===== src/rtl/ram_arbiter.sv =====
// Round-robin arbiter for the single-port K-and-S RAM: cpu (port 0) vs debug/loader (port 1).
// Optional RAM_ARB_LOCK_EN adds a per-port lock input that keeps ownership across accesses.
module ram_arbiter #(
    parameter int unsigned ADDR_W     = 5,
    parameter int unsigned DATA_W     = 16,
    parameter int unsigned RD_LATENCY = 1
) (
    input  logic                   clk,
    input  logic                   rst_n,
    input  logic [1:0]             req,
    input  logic [1:0]             we,
    input  logic [1:0][ADDR_W-1:0] addr,
    input  logic [1:0][DATA_W-1:0] wdata,
`ifdef RAM_ARB_LOCK_EN
    input  logic [1:0]             lock,
`endif
    output logic [1:0]             gnt,
    output logic [1:0]             rvalid,
    output logic [DATA_W-1:0]      rdata,
    output logic [ADDR_W-1:0]      ram_addr,
    output logic                   ram_we,
    output logic [DATA_W-1:0]      ram_wdata,
    input  logic [DATA_W-1:0]      ram_rdata,
    output logic                   busy
);

    localparam int unsigned CntW = 2;

    typedef enum logic [1:0] {StIdle, StAccess, StRdWait} state_e;

    state_e              state_q;
    logic                owner_q;
    logic                ptr_q;
    logic [CntW-1:0]     cnt_q;
    logic [ADDR_W-1:0]   addr_q;
    logic [DATA_W-1:0]   wdata_q;
    logic [DATA_W-1:0]   rdata_q;

    logic                eff_ptr;
    logic                winner;
    logic [1:0]          cand;
    logic                in_access;
    logic                rd_done;

`ifdef RAM_ARB_LOCK_EN
    logic                locked_q;
    logic                keep_lock;
`endif

    // Arbitration: pointer port wins if it requests, otherwise the other port.
    always_comb begin
        cand    = req;
        eff_ptr = ptr_q;
`ifdef RAM_ARB_LOCK_EN
        keep_lock = locked_q && req[owner_q] && lock[owner_q];
        if (keep_lock) begin
            cand = owner_q ? 2'b10 : 2'b01;
        end else if (locked_q) begin
            eff_ptr = ~owner_q;
        end
`endif
        winner = cand[eff_ptr] ? eff_ptr : ~eff_ptr;
    end

    always_ff @(posedge clk or negedge rst_n) begin
        if (!rst_n) begin
            state_q  <= StIdle;
            owner_q  <= 1'b0;
            ptr_q    <= 1'b0;
            cnt_q    <= '0;
            addr_q   <= '0;
            wdata_q  <= '0;
            rdata_q  <= '0;
`ifdef RAM_ARB_LOCK_EN
            locked_q <= 1'b0;
`endif
        end else begin
            unique case (state_q)
                StIdle: begin
`ifdef RAM_ARB_LOCK_EN
                    if (locked_q && !keep_lock) begin
                        locked_q <= 1'b0;
                        ptr_q    <= ~owner_q;
                    end
`endif
                    if (|cand) begin
                        owner_q <= winner;
                        state_q <= StAccess;
                    end
                end
                StAccess: begin
                    addr_q  <= addr[owner_q];
                    wdata_q <= wdata[owner_q];
`ifdef RAM_ARB_LOCK_EN
                    if (lock[owner_q]) begin
                        locked_q <= 1'b1;
                    end else begin
                        locked_q <= 1'b0;
                        ptr_q    <= ~owner_q;
                    end
`else
                    ptr_q <= ~owner_q;
`endif
                    if (we[owner_q]) begin
                        state_q <= StIdle;
                    end else begin
                        cnt_q   <= CntW'(RD_LATENCY - 1);
                        state_q <= StRdWait;
                    end
                end
                StRdWait: begin
                    if (cnt_q == '0) begin
                        rdata_q <= ram_rdata;
                        state_q <= StIdle;
                    end else begin
                        cnt_q <= cnt_q - CntW'(1);
                    end
                end
                default: state_q <= StIdle;
            endcase
        end
    end

    assign in_access = (state_q == StAccess);
    assign rd_done   = (state_q == StRdWait) && (cnt_q == '0);
    assign busy      = (state_q != StIdle);
    assign ram_we    = in_access && we[owner_q];

    // Address/data follow the owner live in ACCESS, then hold the latched copy.
    assign ram_addr  = in_access ? addr[owner_q]  : addr_q;
    assign ram_wdata = in_access ? wdata[owner_q] : wdata_q;

    // Present RAM data straight through in the rvalid cycle; hold it afterwards.
    assign rdata     = rd_done ? ram_rdata : rdata_q;

    always_comb begin
        gnt    = 2'b00;
        rvalid = 2'b00;
        if (in_access) gnt[owner_q] = 1'b1;
        if (rd_done)   rvalid[owner_q] = 1'b1;
    end

endmodule


===== config.mk =====
export PLATFORM = sky130hd
export DESIGN_NAME = ram_arbiter
export DESIGN_NICKNAME = d
export VERILOG_FILES = /design/src/rtl/ram_arbiter.sv
export SDC_FILE = /design/constraint.sdc
export NUM_CORES = 1
export LEC_CHECK = 0
export ABC_AREA = 1
export BUFFER_PORTS_ARGS = -buffer_cell sky130_fd_sc_hd__clkbuf_2
export CAP_MARGIN = 15
export CORE_MARGIN = 5
export CORE_UTILIZATION = 50
export CTS_BUF_LIST = sky130_fd_sc_hd__clkbuf_8
export CTS_CLUSTER_SIZE = 14
export DETAILED_ROUTE_END_ITERATION = 8
export GPL_TIMING_DRIVEN = 1
export PLACE_DENSITY = 0.84
export RECOVER_POWER = 100
export SETUP_SLACK_MARGIN = 0.05
export SKIP_CTS_REPAIR_TIMING = 1
export SKIP_LAST_GASP = 1
export SLEW_MARGIN = 20
export SYNTH_ARGS = -nofsm -noshare
export SYNTH_HDL_FRONTEND = slang
export SYNTH_SLANG_ARGS = --single-unit

===== constraint.sdc =====
create_clock -name clk -period 3.5 [get_ports clk]
set_input_delay 0.35 -clock clk [delete_from_list [all_inputs] [get_ports clk]]
set_output_delay 0.35 -clock clk [all_outputs]
set_load 0.005 [all_outputs]

# Word level (Yosys, flattened, before mapping)

Cells that the tools add are included.

Equality and inequality tests: 6
Reductions and logical operators: 12
Add/subtract/negate cells: 1
Muxes and demuxes: 23
Magnitude comparators: 3
Bitwise gates (word level): 2

Operator list:

| operator            | number |
|---|---|
| $mux 16             | 4 |
| $mux 5              | 3 |
| $mux 2              | 7 |
| $ne 2x2->1 const B  | 4 |
| $mux 1              | 6 |
| $pmux 2 s3          | 1 |
| $reduce_and 2->1    | 3 |
| $logic_not 2->1     | 2 |
| $lt 1x2->1 const B  | 2 |
| $pmux 2 s2          | 1 |
| $reduce_bool 2->1   | 2 |
| $logic_and 1x1->1   | 3 |
| $reduce_and 3->1    | 1 |
| $eq 2x1->1 const B  | 1 |
| $eq 2x2->1 const B  | 1 |
| $not 1->1           | 2 |
| $reduce_or 2->1     | 1 |
| $sub 2x1->2 const B | 1 |
| $demux 1 s1         | 1 |
| $ge 1x1->1 const B  | 1 |

Register bits: 43
Word-level logic and storage cells: 54
Output and inout bits: 43
Input bits: 64

# Logic depth before layout (Yosys ltp)

Gate-level depths: netlist of the first run.

Depth after elaboration: 5
Gate-level depth with buffers: 8
Mapped depth without buffers: 8

# Worst setup path after synthesis of the first run

OpenSTA, ideal clock, no wires.

Kind: register to output
Start: register state_q[0]
End: output port rdata[0]
Path buffers: 1
Stages on the path, launching flop included: 8
Setup slack: 1.983 ns
Arrival: 1.167 ns
Required time: 3.150 ns
Cells stage by stage: dfrtp_1 -> inv_1 -> ha_1 -> nand2_2 -> inv_2 -> buf_4 -> nand2_1 -> nand2_1

Cells in the longest elaborated chain, start to end: 3

Ends and longest elaborated chain:

| what                   | line | text |
|---|---|---|
| from (decl)            | 31   | `state_e state_q;` |
| from (signal assigned) | 67   | `state_q <= StIdle;` |
| from (signal assigned) | 88   | `state_q <= StAccess;` |
| from (signal assigned) | 105  | `state_q <= StIdle;` |
| $eq 2x2->1             | 125  | `assign rd_done = (state_q == StRdWait) && (cnt_q == '0);` |
| $logic_and 1x1->1      | 125  |  |
| $mux 16                | 134  | `assign rdata = rd_done ? ram_rdata : rdata_q;` |
| to (decl)              | 19   | `output logic [DATA_W-1:0] rdata,` |

No other way between the ends.

# Final worst setup path of the first run

Start: register state_q[1]
End: output port ram_wdata[14]

Cells in the longest elaborated chain, start to end: 2

Ends and longest elaborated chain:

| what       | line | text |
|---|---|---|
| $eq 2x1->1 | 124  | `assign in_access = (state_q == StAccess);` |
| $mux 16    | 131  | `assign ram_wdata = in_access ? wdata[owner_q] : wdata_q;` |
| to (decl)  | 22   | `output logic [DATA_W-1:0] ram_wdata,` |

No other way between the ends.

==> results of run 1 <==
## cell usage in the layout, fill, tap and decap left out
cell	count
sky130_fd_sc_hd__ha_1	6
sky130_fd_sc_hd__nand2_1	128
sky130_fd_sc_hd__nand2_2	1
sky130_fd_sc_hd__inv_2	1
sky130_fd_sc_hd__nor2_1	7
sky130_fd_sc_hd__o21ai_0	2
sky130_fd_sc_hd__clkinvlp_2	1
sky130_fd_sc_hd__clkbuf_2	83
sky130_fd_sc_hd__clkbuf_8	5
sky130_fd_sc_hd__nor2_4	1
sky130_fd_sc_hd__nand3_1	25
sky130_fd_sc_hd__inv_1	15
sky130_fd_sc_hd__bufinv_16	2
sky130_fd_sc_hd__clkbuf_1	23
sky130_fd_sc_hd__a21oi_1	3
sky130_fd_sc_hd__dfrtp_1	43
## per-layer routing
| metal | routed length (um) | share of wire, % |
|---|---|---|
| met1 | 1940 | 40 |
| met2 | 2360 | 49 |
| met3 | 490 | 10 |
| met4 | 74 | 1.5 |
| met5 | 0 | 0 |
## final cells by class
class | count | area [um2] | area share (%)
inverters | 16 | 61.3 | 2.37
well taps | 50 | 62.6 | 2.42
flip-flops and latches | 43 | 1080 | 41.6
clock buffers | 5 | 68.8 | 2.66
repair buffers | 106 | 502 | 19.4
multi-input cells | 173 | 749 | 29.0
clock inverters | 3 | 63.8 | 2.47
## through the flow
step / hold WS, ps / worst slack (ps) / instance area (um2)
after global routing: 270 / 608 / 2580
after CTS: 256 / 1030 / 2710
after detailed placement: 461 / 1380 / 2580
final: 264 / 868 / 2580
after global placement: 458 / 1470 / 2580
after floorplan: 54.4 / 1980 / 2050
## power by group through the flow
stage,clock [mW],sequential (mW),combinational [mW]
final,0.447,0.824,1.15
after global routing,0.479,0.852,1.35
after CTS,0.456,0.823,1.31
after detailed placement,0,0.833,1.30
after global placement,0,0.824,1.26
after floorplan,0,0.810,0.833
## flip-flops by register name (all words and copies together) (netlist names)
| signal | cells |
|---|---|
| rdata_q | 16 |
| addr_q | 5 |
| eff_ptr | 1 |
| cnt_q | 2 |
| wdata_q | 16 |
| owner_q | 1 |
| state_q | 2 |
## how the worst max path moves through the flow
stage               start            end  slack, ps  cells after the start
2_1_floorplan  state_q[0]       rdata[0]       1980                      7
3_3_place_gp   state_q[1]   ram_wdata[3]       1470                      7
3_5_place_dp   state_q[1]  ram_wdata[14]       1380                      7
4_1_cts        state_q[1]  ram_wdata[14]       1030                      7
5_1_grt        state_q[0]       rdata[5]        610                      7
6_report       state_q[1]  ram_wdata[14]        870                      7
## tightest hold or removal path, cell delays in order
cell and delay [ps]:
sky130_fd_sc_hd__clkbuf_2 70, sky130_fd_sc_hd__nand2_1 40, sky130_fd_sc_hd__nand2_1 60
## logic make-up (layout without fill, tap and decap cells)
family / after synthesis / after routing / share of synthesized area (%)
AND/OR/NAND/NOR: 162 / 162 / 36.4
flip-flops: 43 / 43 / 52.4
buffers and inverters: 24 / 130 / 6.34
adder cells (fa/ha/maj): 6 / 6 / 3.66
AO/OA/AOI/OAI: 5 / 5 / 1.22
==> results.txt, run 1 <==
----------------------------------------------------
[Synthesis]
  FFs w/ async S/R, synth ... 100%
  Distinct cell type count after synthesis ... 16
  Number of warnings printed during yosys synthesis ... 0
  Fraction of post-synthesis cell area in the top cell type by area ... 52.4%
  Top-count cell post-synth ... sky130_fd_sc_hd__nand2_1
  Synthesized netlist cell count ... 240
  Mean instance size in the synthesized netlist ... 8.56 um2
  Ranking of synthesized cells by instance count ... sky130_fd_sc_hd__nand2_1 (127), sky130_fd_sc_hd__dfrtp_1 (43), sky130_fd_sc_hd__nand3_2 (19)
  Count of state elements after synthesis ... 43
  Top area cells in the synthesized netlist ... sky130_fd_sc_hd__dfrtp_1 (52%), sky130_fd_sc_hd__nand2_1 (23%), sky130_fd_sc_hd__nand3_2 (9.3%)
  Top FF cell, synth ... sky130_fd_sc_hd__dfrtp_1
  Synthesized cell area ... 0.00205 mm2
  Synthesized Nets ... 310
  EDFF count, synth ... 0
  Library cell occupying the most area in the post-synthesis netlist ... sky130_fd_sc_hd__dfrtp_1
  Fraction of the yosys area taken by sequential cells ... 52.4%

[Global route]
  Number of antenna violations at the first check in global routing ... 0
  Global router's overall resource usage ... 19.1%
  Pin count of the biggest net entering global routing ... 44
  Number of global-route vias before repair ... 1,855
  First-pass GRT wire length ... 8.05 mm
  Global-route track usage on met3 ... 6.76%
  Met2 Usage GRT ... 31.6%
  GRT busiest layer ... met2
  Global route total overflow ... 0
  Global Route met1 Usage ... 23.0%

[Detailed routing]
  DRC errors left ... 0
  Number of routed nets with antenna violations ... 0
  Per-cell routed wire length ... 12.3 um
  Number of optimization iterations in the first detailed-route pass ... 4
  Via count of the routed design ... 1,839
  DRC violation total after the first TritonRoute iteration ... 102
  Total routed wirelength ... 4.86 mm
  Detail-routed via count per cell ... 4.64

[Setup path]
  Arrival time at the worst endpoint ... 2280 ps
  Req. time, crit path ... 3150 ps
  Worst path cell trace ... inv_1 -> ha_1 -> inv_1 -> nor2_4 -> nand2_1 -> nand3_1 -> clkbuf_2
  Buffers and inverters on the worst path ... 3
  Standard cell with the maximum stage delay on the critical path ... sky130_fd_sc_hd__nor2_4
  Cell depth of the worst flop-to-flop path ... 8
  Largest fanout of any net on the critical path ... 24
  Peak per-stage delay on the critical path ... 520 ps
  Delay-heaviest family, CP ... simple AND/OR/NAND/NOR gates
  Top cell by count, worst path ... sky130_fd_sc_hd__inv_1
  Crit Path Class ... flip-flop to primary output
  Type of origin of the critical path ... flip-flop
  Launch point of the worst reg-to-reg path ... state_q[0]
  Worst R2R End ... cnt_q[0]
  Crit. End Element ... primary output
  Worst reg-to-reg setup slack ... 1310 ps

[Pwr]
  Leak ... 1.47 nW
  Power density cells ... 938 mW/mm2
  Combinational cell fraction of total power ... 47.6%
  Net Sw Power ... 969 uW
  Internal Dissipation ... 1.46 mW
  Pwr Total ... 2.42 mW
  Seq pwr share ... 34.0%
  Fraction of power consumed by the clock network ... 18.4%
  Maximum vdd drop ... 0.000512 V
  Sw Ratio ... 40.0%

[Final layout]
  Final Core Density ... 64.6%
  Share of cells above drive strength 1 ... 27.2%
  Nets@finish ... 415
  Synth-to-Final Area Change ... 25.8%
  Filler-free cell count of the finished design ... 396
  Number of antenna diodes ... 0
  Fillers ... 364

[Place]
  Placer Congestion ... 0.730
  Dpl cells ... 388
  Post-detail-place hpwl ... 3.66 mm
  Port Buffer Count ... 106

[Timing]
  Remaining max-slew budget at the tightest pin ... -46.8%
  Maximum clock rate ... 380 MHz
  Largest clock skew in the final design ... 10.0 ps
  Portion of the clock cycle consumed by the worst path in the final layout ... 75.2%
  Unrepaired setup endpoints after global routing ... no
  Post-route minimum period ... 2630 ps
  Count of final setup violators ... 0
  Slew at the pin with the worst max-slew slack ... 2200 ps
  Hold violation count in the final report ... 0
  Final-layout setup total negative slack ... 0 ps
  Number of pins exceeding their max-slew limit in the final report ... 44

[CTS]
  Clock buffer count from CTS ... 5
  Buffer depth of the longest clock path ... 2
  Clock insertion delay at the later pin of the skew report ... 300 ps
  Clock tree from TritonCTS ... yes
  H-Tree Depth ... 2
  Root Buffer ... sky130_fd_sc_hd__clkbuf_8
  Clock sink total ... 43
  Clk pin slew, worst setup/hold paths ... 80 ps

[Hold path]
  Worst hold path cell count ... 3
  Hold path endpoint ... rdata_q[12]
  Class of the tightest hold or removal check ... input port to flip-flop
  Startpoint of the worst hold path ... ram_rdata[12]

[Die]
  Core area ... 0.00400 mm2
  Num rows ... 23
  Initial Utilization ... 51.3%
  Overall die height ... 74.1 um
  Die X ... 74.1 um
  Overall die area ... 0.00549 mm2
  Number of top-level pins ... 107

[Flow run]
  Max-cap violation count ... 1

[Outcome]
  Status ... finished, violations left
  Failing checks ... max-capacitance violations, max-slew violations

----------------------------------------------------
(Power assumes the default switching activity.)
==> run 2, diff against run 1 <==
--- a/config.mk
+++ b/config.mk
@@ -5,16 +5,16 @@
 export SDC_FILE = /design/constraint.sdc
 export NUM_CORES = 1
 export LEC_CHECK = 0
-export ABC_AREA = 1
+export ABC_AREA = 0
 export BUFFER_PORTS_ARGS = -buffer_cell sky130_fd_sc_hd__clkbuf_2
 export CAP_MARGIN = 15
 export CORE_MARGIN = 5
-export CORE_UTILIZATION = 50
+export CORE_UTILIZATION = 46
 export CTS_BUF_LIST = sky130_fd_sc_hd__clkbuf_8
 export CTS_CLUSTER_SIZE = 14
 export DETAILED_ROUTE_END_ITERATION = 8
 export GPL_TIMING_DRIVEN = 1
-export PLACE_DENSITY = 0.84
+export PLACE_DENSITY = 0.79
 export RECOVER_POWER = 100
 export SETUP_SLACK_MARGIN = 0.05
 export SKIP_CTS_REPAIR_TIMING = 1
==> constraint.sdc (replaced) <==
create_clock -name clk -period 2.5 [get_ports clk]
set_input_delay 0.25 -clock clk [delete_from_list [all_inputs] [get_ports clk]]
set_output_delay 0.25 -clock clk [all_outputs]
set_load 0.005 [all_outputs]
==> run 2 against run 1 <==
Net effect:
- critical path depth down 2
- global-route usage fell by 2.0 points
- the run still ends with max-capacitance violations, max-slew violations left
- first-iteration DRC count decreased by 31%
- worst hold slack worse by 110 ps
- total power increased by 35%
- combinational power rose by 45%
- highest routed layer unchanged
- non-clock buffer count rose by 4
- clock power grew 5.6%
- die area is 3.2% higher
- core utilization fell by 0.70 points
- via count down 13%
==> results.txt, run 2 <==
----------------------------------------------------
[Synthesis]
  Count of state elements after synthesis ... 43 (unchanged)
  Library cell occupying the most area in the post-synthesis netlist ... sky130_fd_sc_hd__dfrtp_1 (unchanged)
  Fraction of post-synthesis cell area in the top cell type by area ... 54.9% (was 52.4%)
  Distinct cell type count after synthesis ... 24 (was 16)
  Ranking of synthesized cells by instance count ... sky130_fd_sc_hd__dfrtp_1 (43), sky130_fd_sc_hd__nor2_1 (25), sky130_fd_sc_hd__a21oi_1 (22), sky130_fd_sc_hd__mux2i_1 (22), sky130_fd_sc_hd__mux2_2 (17) (was sky130_fd_sc_hd__nand2_1 (127), sky130_fd_sc_hd__dfrtp_1 (43), sky130_fd_sc_hd__nand3_2 (19))
  FFs w/ async S/R, synth ... 100% (unchanged)
  Synthesized cell area ... 0.00196 mm2 (was 0.00205 mm2)
  Synthesized netlist cell count ... 168 (was 240)
  Top-count cell post-synth ... sky130_fd_sc_hd__dfrtp_1 (was sky130_fd_sc_hd__nand2_1)
  Number of warnings printed during yosys synthesis ... 0 (unchanged)
  EDFF count, synth ... 0 (unchanged)
  Synthesized Nets ... 238 (was 310)
  Top FF cell, synth ... sky130_fd_sc_hd__dfrtp_1 (unchanged)
  Fraction of the yosys area taken by sequential cells ... 54.9% (was 52.4%)
  Mean instance size in the synthesized netlist ... 11.7 um2 (was 8.56 um2)
  Top area cells in the synthesized netlist ... sky130_fd_sc_hd__dfrtp_1 (55%), sky130_fd_sc_hd__mux2i_1 (11%), sky130_fd_sc_hd__mux2_2 (9.8%) (was sky130_fd_sc_hd__dfrtp_1 (52%), sky130_fd_sc_hd__nand2_1 (23%), sky130_fd_sc_hd__nand3_2 (9.3%))

[Setup path]
  Worst path cell trace ... inv_1 -> ha_1 -> nand2_2 -> mux2_1 -> clkbuf_1 (was inv_1 -> ha_1 -> inv_1 -> nor2_4 -> nand2_1 -> nand3_1 -> clkbuf_2)
  Cell depth of the worst flop-to-flop path ... 5 (was 8)
  Req. time, crit path ... 2250 ps (was 3150 ps)
  Standard cell with the maximum stage delay on the critical path ... sky130_fd_sc_hd__mux2_1 (was sky130_fd_sc_hd__nor2_4)
  Timing startpoint of the critical path ... state_q[0] (was state_q[1])
  Largest fanout of any net on the critical path ... 18 (was 24)
  Peak per-stage delay on the critical path ... 430 ps (was 520 ps)
  Arrival time at the worst endpoint ... 1920 ps (was 2280 ps)
  Buffers and inverters on the worst path ... 2 (was 3)
  Crit. End Element ... primary output (unchanged)
  Delay-heaviest family, CP ... multiplexers (was simple AND/OR/NAND/NOR gates)
  Worst R2R End ... cnt_q[0] (unchanged)
  Crit Path Class ... flip-flop to primary output (unchanged)
  Worst reg-to-reg setup slack ... 660 ps (was 1310 ps)
  Type of origin of the critical path ... flip-flop (unchanged)
  Launch point of the worst reg-to-reg path ... state_q[1] (was state_q[0])

[Pwr]
  Net Sw Power ... 1.26 mW (was 969 uW)
  Fraction of power consumed by the clock network ... 14.4% (was 18.4%)
  Seq pwr share ... 34.6% (was 34.0%)
  Maximum vdd drop ... 0.000689 V (was 0.000512 V)
  Leak ... 1.32 nW (was 1.47 nW)
  Internal Dissipation ... 2.01 mW (was 1.46 mW)
  Sw Ratio ... 38.5% (was 40.0%)
  Power density cells ... 1260 mW/mm2 (was 938 mW/mm2)
  Combinational cell fraction of total power ... 50.9% (was 47.6%)

[Place]
  Dpl cells ... 319 (was 388)
  Port Buffer Count ... 106 (unchanged)
  Placer Congestion ... 0.821 (was 0.730)
  Post-detail-place hpwl ... 3.51 mm (was 3.66 mm)

[Global route]
  Number of global-route vias before repair ... 1,695 (was 1,855)
  Pin count of the biggest net entering global routing ... 44 (unchanged)
  Global router's overall resource usage ... 17.1% (was 19.1%)
  Global route total overflow ... 0 (unchanged)
  Number of antenna violations at the first check in global routing ... 0 (unchanged)
  First-pass GRT wire length ... 7.28 mm (was 8.05 mm)

[Hold path]
  Startpoint of the worst hold path ... req[0] (was ram_rdata[12])
  Worst hold path cell count ... 2 (was 3)
  Class of the tightest hold or removal check ... input port to flip-flop (unchanged)
  Hold path endpoint ... owner_q (was rdata_q[12])

[Timing]
  Unrepaired setup endpoints after global routing ... no (unchanged)
  Count of final setup violators ... 0 (unchanged)
  Portion of the clock cycle consumed by the worst path in the final layout ... 86.8%
  Slew at the pin with the worst max-slew slack ... 2230 ps (was 2200 ps)
  Maximum clock rate ... 461 MHz
  Hold violation count in the final report ... 0 (unchanged)
  Number of pins exceeding their max-slew limit in the final report ... 44 (unchanged)
  Final-layout setup total negative slack ... 0 ps (unchanged)
  Post-route minimum period ... 2170 ps
  Largest clock skew in the final design ... 2.39 ps (was 10.0 ps)
  Remaining max-slew budget at the tightest pin ... -48.7% (was -46.8%)

[Outcome]
  Failing checks ... max-capacitance violations, max-slew violations (unchanged)
  Status ... finished, violations left (unchanged)

[CTS]
  Clock insertion delay at the later pin of the skew report ... 290 ps (was 300 ps)
  H-Tree Depth ... 2 (unchanged)
  Clock buffer count from CTS ... 5 (unchanged)
  Clk pin slew, worst setup/hold paths ... 70 ps (was 80 ps)
  Root Buffer ... sky130_fd_sc_hd__clkbuf_8 (unchanged)
  Clock tree from TritonCTS ... yes (unchanged)
  Clock sink total ... 43 (unchanged)
  Buffer depth of the longest clock path ... 2 (unchanged)

[Final layout]
  Synth-to-Final Area Change ... 32.3% (was 25.8%)
  Area occupied by registers ... 0.00108 mm2 (unchanged)
  Filler-free cell count of the finished design ... 327 (was 396)
  Nets@finish ... 346 (was 415)
  Number of antenna diodes ... 0 (unchanged)
  Registers with the highest flip-flop counts ... rdata_q x16, wdata_q x16, addr_q x5 (unchanged)
  Final Core Density ... 63.9% (was 64.6%)
  Commonest cells after routing, fill and taps aside ... sky130_fd_sc_hd__clkbuf_2 (71), sky130_fd_sc_hd__dfrtp_1 (43), sky130_fd_sc_hd__clkbuf_1 (34) (was sky130_fd_sc_hd__nand2_1 (128), sky130_fd_sc_hd__clkbuf_2 (83), sky130_fd_sc_hd__dfrtp_1 (43))
  Share of cells above drive strength 1 ... 34.3% (was 27.2%)
  Area taken by multi-input logic gates ... 807 um2 (was 749 um2)
  Leading cell type in the layout, fill and taps excluded ... sky130_fd_sc_hd__clkbuf_2 (was sky130_fd_sc_hd__nand2_1)
  Fillers ... 361 (was 364)

[Die]
  Die X ... 75.3 um (was 74.1 um)
  Num rows ... 23 (unchanged)
  Overall die height ... 75.3 um (was 74.1 um)
  Initial Utilization ... 48.3% (was 51.3%)
  Overall die area ... 0.00566 mm2 (was 0.00549 mm2)
  Core area ... 0.00406 mm2 (was 0.00400 mm2)
  Number of top-level pins ... 107 (unchanged)

[Detailed routing]
  Per-cell routed wire length ... 13.7 um (was 12.3 um)
  Number of optimization iterations in the first detailed-route pass ... 4 (unchanged)
  DRC violation total after the first TritonRoute iteration ... 70 (was 102)
  DRC errors left ... 0 (unchanged)
  Number of routed nets with antenna violations ... 0 (unchanged)
  Via count of the routed design ... 1,601 (was 1,839)
  Detail-routed via count per cell ... 4.90 (was 4.64)
  Total routed wirelength ... 4.49 mm (was 4.86 mm)

[Flow run]
  Max-cap violation count ... 1 (unchanged)

----------------------------------------------------
[run 2: cell types whose count changed in the layout (fill, tap and decap cells not counted), moves of 4 or more]
cell,before,now
sky130_fd_sc_hd__nand3_1,25,0
sky130_fd_sc_hd__mux2_2,0,11
sky130_fd_sc_hd__nand2_1,128,2
sky130_fd_sc_hd__mux2_1,0,6
sky130_fd_sc_hd__clkbuf_2,83,71
sky130_fd_sc_hd__clkbuf_1,23,34
sky130_fd_sc_hd__nor2_1,7,25
sky130_fd_sc_hd__a21oi_1,3,22
sky130_fd_sc_hd__buf_4,0,4
sky130_fd_sc_hd__mux2i_1,0,22
sky130_fd_sc_hd__inv_1,15,9
[run 2: metal layers]
layer | global-route usage, % | vias to the layer above | part of all wire, % | wire length (um)
li1 | - | 791 | - | -
met1 | 19.6 | 746 | 38 | 1710
met2 | 29.7 | 53 | 52 | 2340
met3 | 4.94 | 11 | 7.5 | 336
met4 | 7.57 | 0 | 2.3 | 104
met5 | 0 | - | 0 | 0
[run 2: metrics by stage]
stage	cell area (um2)	setup slack, ps	power (mW)	hold slack (ps)
3_3_place_gp	2540	694	2.89	453
5_1_grt	2590	88.6	3.55	158
2_1_floorplan	1960	847	2.20	-45.6
3_5_place_dp	2540	643	2.95	464
4_1_cts	2640	308	3.43	146
6_report	2590	329	3.27	154
[run 2: kinds of logic after synthesis]
logic type | synth area share (%)
adder cells (fa/ha/maj) | 3.83
AO/OA/AOI/OAI | 8.88
flip-flops | 54.9
buffers and inverters | 3.90
multiplexers | 21.7
AND/OR/NAND/NOR | 6.77
[run 2: how the worst max path moves through the flow]
stage / endpoint / depth (start not counted)
2_1_floorplan: rdata[0] / 5
3_3_place_gp: rdata[6] / 5
3_5_place_dp: ram_wdata[10] / 6
4_1_cts: ram_wdata[10] / 6
5_1_grt: rdata_q[4] / 1
6_report: rdata[13] / 5
[run 2: power by group through the flow]
| stage | sequential (mW) | combinational [mW] | clock (mW) |
|---|---|---|---|
| after floorplan | 1.11 | 1.09 | 0 |
| after global placement | 1.13 | 1.75 | 0 |
| after detailed placement | 1.15 | 1.81 | 0 |
| after CTS | 1.13 | 1.81 | 0.486 |
| after global routing | 1.17 | 1.86 | 0.514 |
| final | 1.13 | 1.67 | 0.472 |
[run 2: worst reg2reg max path: cells and delay by family, from the launching register on]
family                     cells  cell delay [ps]
buffers and inverters          2              320
DFF                            1              400
AOI/OAI and AO/OA              2              580
adders and majority gates      1              420
[run 2: final cells by class]
class | count | share of cell area [%]
Inverter | 8 | 1.16
Sequential cell | 43 | 41.5
Multi-Input combinational cell | 108 | 31.1
Clock inverter | 1 | 0.145
Clock buffer | 7 | 3.72
Timing Repair Buffer | 110 | 19.9
Tap cell | 50 | 2.41
